$ cat src/rtl/waveform_generator.sv
// DDS-style waveform source: phase accumulator stepped by a frequency word,
// shaped into sawtooth, triangle, square (programmable duty) or LFSR noise.
// Output is unsigned offset-binary and registered. It lags phase by one cycle.
module waveform_generator #(
    parameter int PHASE_W = 16
) (
    input  logic               clk,
    input  logic               rst_n,
    input  logic               en,
    input  logic [PHASE_W-1:0] freq,
    input  logic [1:0]         wave_sel,
    input  logic [7:0]         duty,
    output logic [7:0]         res_out,
    output logic               wrap
);

    localparam logic [1:0] SEL_SAW = 2'b00;
    localparam logic [1:0] SEL_TRI = 2'b01;
    localparam logic [1:0] SEL_SQR = 2'b10;

    logic [PHASE_W-1:0] phase_q, phase_d;
    logic [7:0]         lfsr_q, lfsr_d;
    logic [7:0]         res_q, res_d;
    logic               wrap_q, wrap_d;

    logic [7:0]         p;
    logic [7:0]         tri_ramp;
    logic [PHASE_W:0]   sum;

    // Waveform shaping and next-state from the pre-update phase and LFSR
    always_comb begin
        p        = phase_q[PHASE_W-1 -: 8];
        tri_ramp = {p[6:0], 1'b0};
        sum      = {1'b0, phase_q} + {1'b0, freq};

        unique case (wave_sel)
            SEL_SAW: res_d = p;
            // Rising half doubles p, falling half inverts it, so the peak
            // goes 254 -> 255 -> 253 with no repeated sample.
            SEL_TRI: res_d = p[7] ? ~tri_ramp : tri_ramp;
            SEL_SQR: res_d = (p < duty) ? 8'hFF : 8'h00;
            default: res_d = lfsr_q;
        endcase

        phase_d = sum[PHASE_W-1:0];
        wrap_d  = sum[PHASE_W];
        // Taps 8,6,5,4 give the maximal period of 255. Zero is never reached.
        lfsr_d  = {lfsr_q[6:0], lfsr_q[7] ^ lfsr_q[5] ^ lfsr_q[4] ^ lfsr_q[3]};
    end

    // State update: reset wins, en gates everything, wrap is a single-cycle pulse
    always_ff @(posedge clk) begin
        if (!rst_n) begin
            phase_q <= '0;
            lfsr_q  <= 8'h01;
            res_q   <= 8'h00;
            wrap_q  <= 1'b0;
        end else if (en) begin
            phase_q <= phase_d;
            lfsr_q  <= lfsr_d;
            res_q   <= res_d;
            wrap_q  <= wrap_d;
        end else begin
            wrap_q  <= 1'b0;
        end
    end

    assign res_out = res_q;
    assign wrap    = wrap_q;

endmodule

$ cat config.mk
export PLATFORM = sky130hd
export DESIGN_NAME = waveform_generator
export DESIGN_NICKNAME = d
export VERILOG_FILES = /design/src/rtl/waveform_generator.sv
export SDC_FILE = /design/constraint.sdc
export NUM_CORES = 1
export LEC_CHECK = 0
export BUFFER_PORTS_ARGS = -buffer_cell sky130_fd_sc_hd__buf_2
export CAP_MARGIN = 10
export CORE_MARGIN = 2
export CORE_UTILIZATION = 56
export CTS_CLUSTER_DIAMETER = 150
export DETAILED_ROUTE_END_ITERATION = 7
export PLACE_DENSITY_LB_ADDON = 0.3
export SLEW_MARGIN = 20
export SYNTH_ARGS = -nofsm -noshare
export SYNTH_HDL_FRONTEND = slang
export SYNTH_SLANG_ARGS = --single-unit
$ cat constraint.sdc
create_clock -name clk -period 3 [get_ports clk]
set_clock_uncertainty 0.1 [all_clocks]
set_input_delay 0.6 -clock clk [delete_from_list [all_inputs] [get_ports clk]]
set_output_delay 0.6 -clock clk [all_outputs]
set_load 0.01 [all_outputs]
==> summary.md, run 1 <==
| Metric | Value |
|---|---|
| Final worst path period share | `between 80 and 90%` |
| Post-place setup slack | `0.0875 ns` |
| Vias in the first global route | `1,852` |
| Cell Area, Synth | `2270 sq um` |
| Unrepaired setup endpoints after global routing | `false` |
| First DRT Iteration DRCs | `between 100 and 150` |
| H-tree depth | `2` |
| Yosys cell types | `37` |
| Clock Latency Late Sink | `0.29 ns` |
| Endpoints failing setup | `0` |
| Hold wc startpoint | `phase_q[2]` |
| Clk sink count | `33` |
| Post-CTS Setup Bufs | `0` |
| GRT Overall Usage | `around 23%` |
| LEAKAGE | `1.25 nW` |
| Setup crit end kind | `flip-flop` |
| Status | `complete, no violations` |
| Drt drc | `0` |
| R2r startpoint | `phase_q[0]` |
| Cts bufs inserted | `5` |
| PwrDens | `524 nW/um^2` |
| Post-synth top flop | `dfxtp_1` |
| Row cnt | `23` |
| Layout cells sized above 1 | `16.7%` |
| FF-to-FF End | `phase_q[14]` |
| Post-cts sizing count | `0` |
| Fmax | `383 MHz` |
| Asr flop ratio synth | `0%` |
| Die Height | `approximately 68 um` |
| Starting Density | `a little under 60%` |
| Die width | `67.7 um` |
| Post-synthesis cell count | `263` |
| Reg2Reg Depth | `9` |
| CTS tree | `yes` |
| CP required | `a little over 3 ns` |
| Hold depth | `1` |
| Hold Crit Class | `flip-flop to flip-flop` |
| Total gr overflow | `0` |
| Vias | `1,985` |
| Core Region | `3940 sq um` |
| Fin. max-slew vios | `0` |
| Drt first pass iters | `4` |
| P&R area growth vs syn | `13.6%` |
| Vias per cell | `approximately 5.7` |
| CP max FO | `3` |
| Max VDD drop | `0.333 mV` |
| MaxCap Viol Count | `0` |
| Synth Warn # | `0` |
| Placer Congestion | `0.914` |
| Worst slew pin tran | `0.622 ns` |
| Crit Path Category | `input pin to flip-flop` |
| Diode count | `0` |
| Boundary pin count | `38` |
| Commonest non-fill, non-tap cell in the layout | `buf_2` |
| Initial antenna violation count | `0` |
| Worst path arrival time | `2.69 ns` |
| Sequential area share after synthesis | `29.1%` |
| Crit-path cells | `buf_2, ha_1, fa_1, a21o_1, a221oi_2, o21ai_2, a311o_1, xor2_1, mux2i_1, nor2b_1` |
| Post-synth EDFFs | `0` |
| First-pass GRT wire length | `7930 um` |
| Antenna Nets Post-Route | `0` |
| Die ar. | `4580 sq um` |
| Setup crit start kind | `input pin` |
| Syn avg cell area | `roughly 8.6 sq um` |
| R2r setup slk | `approximately 0.50 ns` |
| Worst Hold End | `phase_q[2]` |
| Relative slew slack | `58.2%` |
| Final WS setup | `0.386 ns` |
| Nets@finish | `353` |
| Fin crit period | `around 2.6 ns` |
| Largest net degree at the start of global routing | `36` |
| Most frequent cells in the layout | `buf_2 (37), dfxtp_1 (33), nor2b_1 (25), ha_1 (23), nor2_1 (18)` |
| Critical path's top delay family | `compound AO/OA/AOI/OAI gates` |
| Post-DR wirelength/cell | `13.4 um` |
| Worst path bufs/invs | `1` |
| CTS hold repair buffers | `0` |
| CP max stage cell | `fa_1` |
| Slowest Stage Delay on Critical Path | `0.41 ns` |
| Mapped Nets | `316` |
| Final Total Pwr | `1.35 mW` |
| #FFs+latches synth | `33` |
| Clk buf depth | `2` |
| Hold violation count in the final report | `0` |
| I/O Buffers | `37` |
| CTS clk-pin slew, worst paths | `0.07 ns` |
| Setup TNS Final | `0 ns` |
| CTS root buf | `clkbuf_8` |
| Final wirelength | `4680 um` |
| DP Wirelength | `3470 um` |
[worst max path at each step]
stage | startpoint | end | slack, ns | depth (start not counted)
3_3_place_gp | freq[0] | phase_q[14] | 0.13 | 10
4_1_cts | freq[0] | phase_q[14] | 0.38 | 10
6_report | freq[0] | phase_q[14] | 0.39 | 10
2_1_floorplan | freq[0] | phase_q[14] | 0.27 | 9
3_5_place_dp | freq[0] | phase_q[14] | 0.09 | 10
5_1_grt | freq[0] | phase_q[14] | 0.20 | 10
[kinds of logic after synthesis]
logic type	Yosys count	synth area share, %
buffers and inverters	21	3.52
AOI/OAI and AO/OA	75	22.2
xor gates and xnor gates	21	8.09
DFF	33	29.1
muxes	17	7.49
and+or+nand+nor	72	16.1
adders and majority gates	24	13.5
[cells in the mapped netlist (all sizes together) (3+ instances only)]
library cell | n | area, sq um
mux2i | 17 | 170
a221oi | 10 | 100
clkbuf | 9 | 33.8
o22ai | 7 | 43.8
o211ai | 3 | 22.5
xor2 | 10 | 87.6
a211oi | 3 | 22.5
dfxtp | 33 | 661
o21ai | 17 | 88.8
nor2b | 25 | 156
nand2 | 14 | 52.6
a31oi | 5 | 31.3
nand3 | 4 | 20.0
a21oi | 15 | 75.1
ha | 23 | 288
inv | 10 | 37.5
xnor2 | 11 | 96.3
a21o | 9 | 67.6
nor2 | 18 | 67.6
[per-layer routing]
layer	wire [um]	track usage [%]	up-vias
met5	0	0	-
met4	76	9.44	0
met3	156	3.67	7
met2	2150	38.4	33
met1	2290	28.8	925
li1	-	-	1020
[flip-flops by register name (all words and copies together), names as in the netlist]
register / cells
res_out: 8
lfsr_q: 8
phase_q: 16
wrap: 1
[through the flow]
stage	cell area, sq um	std cells	util, %	hold WS (ns)
floorplan	2270	263	-	0.358
detailed placement	2510	343	63.6	0.380
CTS	2580	349	65.5	0.398
global placement	2510	343	63.6	0.373
finish	2580	349	65.5	0.396
global route	2580	349	65.5	0.435
[final cells by class]
type                            instances  area (sq um)
Clock inverter                          1          5.00
Tap cell                               50          62.6
Multi-Input combinational cell        209          1530
Sequential cell                        33           661
Fill cell                             358          1360
Timing Repair Buffer                   41           215
Clock buffer                            5          68.8
Inverter                               10          37.5
[power breakdown]
part	switching, mW	internal [mW]
clock	0.156	0.152
sequential	0.0433	0.488
combinational	0.268	0.244
total	0.468	0.885
Power figures use the tool's default switching activity.
==> run 2: changes to the inputs <==
GPL_TIMING_DRIVEN = 0   (was unset)
PLACE_DENSITY = 0.87   (was unset)
PLACE_DENSITY_LB_ADDON = unset   (was 0.3)
==> run 2 against run 1 <==
Utilization is 1.7 points higher. Fmax fell by 6.7%. Largest cell class unchanged. Count of clock-buffer cells in the layout did not move.
==> summary.md, run 2 (synthesis results as in run 1) <==
| Metric | Value |
|---|---|
| Max VDD drop | `0.340 mV` |
| Antenna Nets Post-Route | `0` |
| Drt first pass iters | `4` |
| Drt drc | `0` |
| Max reg flops | `16` |
| PwrDens | `585 nW/um^2` |
| Hold violation count in the final report | `0` |
| Setup crit start kind | `input pin` |
| Hold_ws | `~0.43 ns` |
| Clk sink count | `33` |
| Hold wc startpoint | `phase_q[2]` |
| Fin crit period | `approximately 2.8 ns` |
| Final core occ | `about 67%` |
| Reg2Reg Depth | `8` |
| MaxCap Viol Count | `0` |
| Die ar. | `4580 sq um` |
| I/O Buffers | `36` |
| Vias in the first global route | `1,868` |
| LEAKAGE | `1.27 nW` |
| R2r setup slk | `0.30 ns` |
| R2r startpoint | `phase_q[0]` |
| Vias | `2,040` |
| CP max FO | `3` |
| Reg with most FFs | `phase_q` |
| Post-cts sizing count | `0` |
| P&R area growth vs syn | `16.6%` |
| Largest net degree at the start of global routing | `12` |
| Starting Density | `57.6%` |
| Most frequent cells in the layout | `buf_2 (37), dfxtp_1 (33), nor2b_1 (25), ha_1 (23), nor2_1 (18)` |
| Worst Hold End | `phase_q[2]` |
| Fmax | `357 MHz` |
| GRT Overall Usage | `between 20% and 30%` |
| First DRT Iteration DRCs | `approximately 140` |
| Worst path arrival time | `~2.9 ns` |
| DP Wirelength | `3870 um` |
| Final worst path period share | `93.4%` |
| Die Height | `67.7 um` |
| Layout cells sized above 1 | `15.6%` |
| Nets@finish | `359` |
| CP required | `3.08 ns` |
| Final wirelength | `5150 um` |
| CTS clk-pin slew, worst paths | `0.08 ns` |
| Die width | `67.7 um` |
| CTS tree | `yes` |
| Clk buf depth | `2` |
| Initial antenna violation count | `0` |
| Fin. max-slew vios | `0` |
| CTS root buf | `clkbuf_8` |
| Commonest non-fill, non-tap cell in the layout | `buf_2` |
| Unrepaired setup endpoints after global routing | `false` |
| Cts bufs inserted | `5` |
| Total gr overflow | `0` |
| Crit Path Category | `input pin to flip-flop` |
| Boundary pin count | `38` |
| Vias per cell | `between 5 and 6` |
| Relative slew slack | `48.5%` |
| CTS hold repair buffers | `0` |
| Core Region | `3940 sq um` |
| Worst slew pin tran | `0.773 ns` |
| Row cnt | `23` |
| Hold depth | `1` |
| H-tree depth | `2` |
| FF-to-FF End | `wrap` |
| Hold Crit Class | `flip-flop to flip-flop` |
| Clock Latency Late Sink | `roughly 0.3 ns` |
| Post-DR wirelength/cell | `between 10 and 15 um` |
| First-pass GRT wire length | `8490 um` |
| Post-CTS Setup Bufs | `0` |
| Endpoints failing setup | `0` |
| Status | `complete, no violations` |
| Setup crit end kind | `flip-flop` |
| Diode count | `0` |
| Placer Congestion | `around 0.84` |
-- run 2: cell count changes in the layout (fill, tap and decap cells not counted) --
cell / change
bufinv_16: +2
buf_4: -4
clkbuf_1: +9
buf_1: +1
-- run 2: how the worst max path moves through the flow --
stage	startpoint	endpoint	slack (ns)	cells past startpoint
finish	freq[0]	wrap	0.20	9
global placement	freq[0]	phase_q[14]	-0.005	10
CTS	freq[0]	wrap	0.21	9
floorplan	freq[0]	phase_q[14]	0.27	9
global route	freq[0]	wrap	0.07	9
detailed placement	freq[0]	wrap	-0.08	9
-- run 2: power breakdown --
part	total [mW]	switching [mW]	internal (mW)
sequential	0.534	0.0460	0.488
clock	0.508	0.177	0.330
combinational	0.509	0.271	0.238
-- run 2: metal layers --
layer	routed length (um)	global-route usage, %	up-vias
li1	-	-	1040
met1	2300	31.0	925
met2	2490	41.9	66
met3	260	5.67	9
met4	99	10.7	0
met5	0	0	-
-- run 2: cell type report --
type | instances | area, sq um
inverters | 10 | 37.5
clock buffers | 5 | 68.8
clock inverters | 3 | 65.1
plain buffers | 11 | 42.5
flip-flops and latches | 33 | 661
repair buffers | 36 | 180
well taps | 50 | 62.6
multi-input cells | 209 | 1530
fillers | 306 | 1290
-- run 2: metrics by stage --
step | setup slack, ns | area (sq um) | TNS (ns) | std cells | power, mW
2_1_floorplan | 0.275 | 2270 | 0 | 263 | 0.927
3_3_place_gp | -0.00528 | 2510 | -0.00528 | 349 | 1.02
3_5_place_dp | -0.0795 | 2510 | -0.126 | 349 | 1.04
4_1_cts | 0.214 | 2650 | 0 | 357 | 1.55
5_1_grt | 0.0654 | 2650 | 0 | 357 | 1.65
6_report | 0.199 | 2650 | 0 | 357 | 1.55
-- run 2: worst max-delay path, cell delays in order --
cell,delay (ns)
buf_2,0.10
ha_1,0.23
fa_1,0.41
a21o_1,0.22
a221oi_2,0.41
o21ai_2,0.15
a311o_1,0.37
a211oi_1,0.29
nor3_1,0.09
==> run 3: changes to the inputs <==
CORE_MARGIN = unset   (was 2)
REMOVE_ABC_BUFFERS = 1   (was unset)
==> run 3 against run 2 <==
Cell count shrank 3.4%. Utilization grew 1.5 points. Flip-flop and latch count is the same. Largest power group unchanged. Highest routed layer unchanged.
==> summary.md, run 3 (synthesis results as in run 1) <==
| Metric | Value |
|---|---|
| Core Region | `around 3800 sq um` |
| Worst slew pin tran | `0.909 ns` |
| Final instance area | `2590 sq um` |
| Starting Density | `60.3%` |
| Clk sink count | `33` |
| Max reg flops | `16` |
| Hold_ws | `~0.4 ns` |
| Final core occ | `68.7%` |
| Fill count | `313` |
| Nets@finish | `349` |
| I/O Buffers | `37` |
| Reg with most FFs | `phase_q` |
| P&R area growth vs syn | `14.0%` |
| CTS clk-pin slew, worst paths | `roughly 0.070 ns` |
| First DRT Iteration DRCs | `130` |
| Relative slew slack | `39.4%` |
| Placer Congestion | `0.828` |
| Fin crit period | `between 2 and 3 ns` |
| Boundary pin count | `38` |
| Fmax | `369 MHz` |
| GRT Overall Usage | `25.0%` |
| Area post-placement | `~2500 sq um` |
| Clock Latency Late Sink | `a little under 0.3 ns` |
| Drt drc | `0` |
| Setup crit start kind | `input pin` |
| Vias | `1,983` |
| Drt first pass iters | `5` |
| Hold Crit Class | `flip-flop to flip-flop` |
| Die ar. | `roughly 4300 sq um` |
| Fin. max-slew vios | `0` |
| Die width | `65.7 um` |
| PwrDens | `570 nW/um^2` |
| Hold violation count in the final report | `0` |
| Post-cts sizing count | `0` |
| Vias per cell | `5.75` |
| Unrepaired setup endpoints after global routing | `false` |
| CP max stage cell | `fa_1` |
| Largest net degree at the start of global routing | `44` |
| Clk buf depth | `2` |
| CP required | `3.09 ns` |
| Crit-path cells | `buf_2, ha_1, fa_1, a21o_1, a221oi_2, o21ai_2, a311o_1, xor2_1, mux2i_1, nor2b_1` |
| Initial antenna violation count | `0` |
| Fin cells | `345` |
| Status | `complete, no violations` |
| Vias in the first global route | `1,897` |
| First-pass GRT wire length | `8210 um` |
| Row cnt | `22` |
| Worst path arrival time | `approximately 2.8 ns` |
| LEAKAGE | `1.25 nW` |
| Placed insts | `337` |
| DP Wirelength | `3380 um` |
| CTS root buf | `clkbuf_8` |
| Slowest Stage Delay on Critical Path | `0.41 ns` |
| Cts bufs inserted | `5` |
| CTS tree | `yes` |
| Endpoints failing setup | `0` |
| Final worst path period share | `90.4%` |
| CP max FO | `3` |
| Most frequent cells in the layout | `buf_2 (37), dfxtp_1 (33), nor2b_1 (25), ha_1 (23), nor2_1 (18)` |
| Post-CTS Setup Bufs | `0` |
| Worst path bufs/invs | `1` |
| Setup crit end kind | `flip-flop` |
| MaxCap Viol Count | `0` |
| Die Height | `65.7 um` |
| Total gr overflow | `0` |
| Critical path's top delay family | `compound AO/OA/AOI/OAI gates` |
| Post-DR wirelength/cell | `14.0 um` |
| Crit Path Category | `input pin to flip-flop` |
| Max VDD drop | `0.391 mV` |
| Final Total Pwr | `1.48 mW` |
| Diode count | `0` |
| Final wirelength | `4830 um` |
| Layout cells sized above 1 | `around 16%` |
| Antenna Nets Post-Route | `0` |
| H-tree depth | `2` |
| Commonest non-fill, non-tap cell in the layout | `buf_2` |
| CTS hold repair buffers | `0` |
-- run 3: layer usage --
metal	share of wire, %	track usage (%)
met5	0	0
met4	1.4	11.7
met3	3.7	4.34
met2	49	42.9
met1	46	30.0
-- run 3: power by group --
group	leakage [nW]	switching, mW	internal (mW)	total (mW)
logic	0.922	0.261	0.235	0.496
registers	0.272	0.0498	0.488	0.537
clock network	0.0585	0.173	0.271	0.444
total	1.25	0.485	0.993	1.48
-- run 3: final timing paths --
check,end,depth (start not counted),slack (ns),startpoint
max,phase_q[14],10,0.29,freq[0]
min,phase_q[2],1,0.40,phase_q[2]
max reg2reg,phase_q[14],9,0.39,phase_q[0]
min reg2reg,phase_q[2],1,0.40,phase_q[2]
-- run 3: cell type report --
type	instances	area, sq um	share of cell area [%]
Sequential cell	33	661	25.5
Clock buffer	7	86.3	3.33
Inverter	10	37.5	1.45
Timing Repair Buffer	37	185	7.15
Clock inverter	1	30.0	1.16
Multi-Input combinational cell	209	1530	59.1
Tap cell	48	60.1	2.32
-- run 3: through the flow --
step           TNS [ns]  setup WS (ns)
2_1_floorplan         0          0.275
3_3_place_gp    -0.0219        -0.0170
3_5_place_dp    -0.0476        -0.0298
4_1_cts               0          0.275
5_1_grt               0          0.102
6_report              0          0.288
-- run 3: worst register-to-register path: stages, from the launching register on --
cell      delay [ns]
dfxtp_1         0.31
ha_1            0.22
fa_1            0.41
a21o_1          0.23
a221oi_2        0.38
o21ai_2         0.15
a311o_1         0.36
xor2_1          0.15
mux2i_1         0.13
nor2b_1         0.06
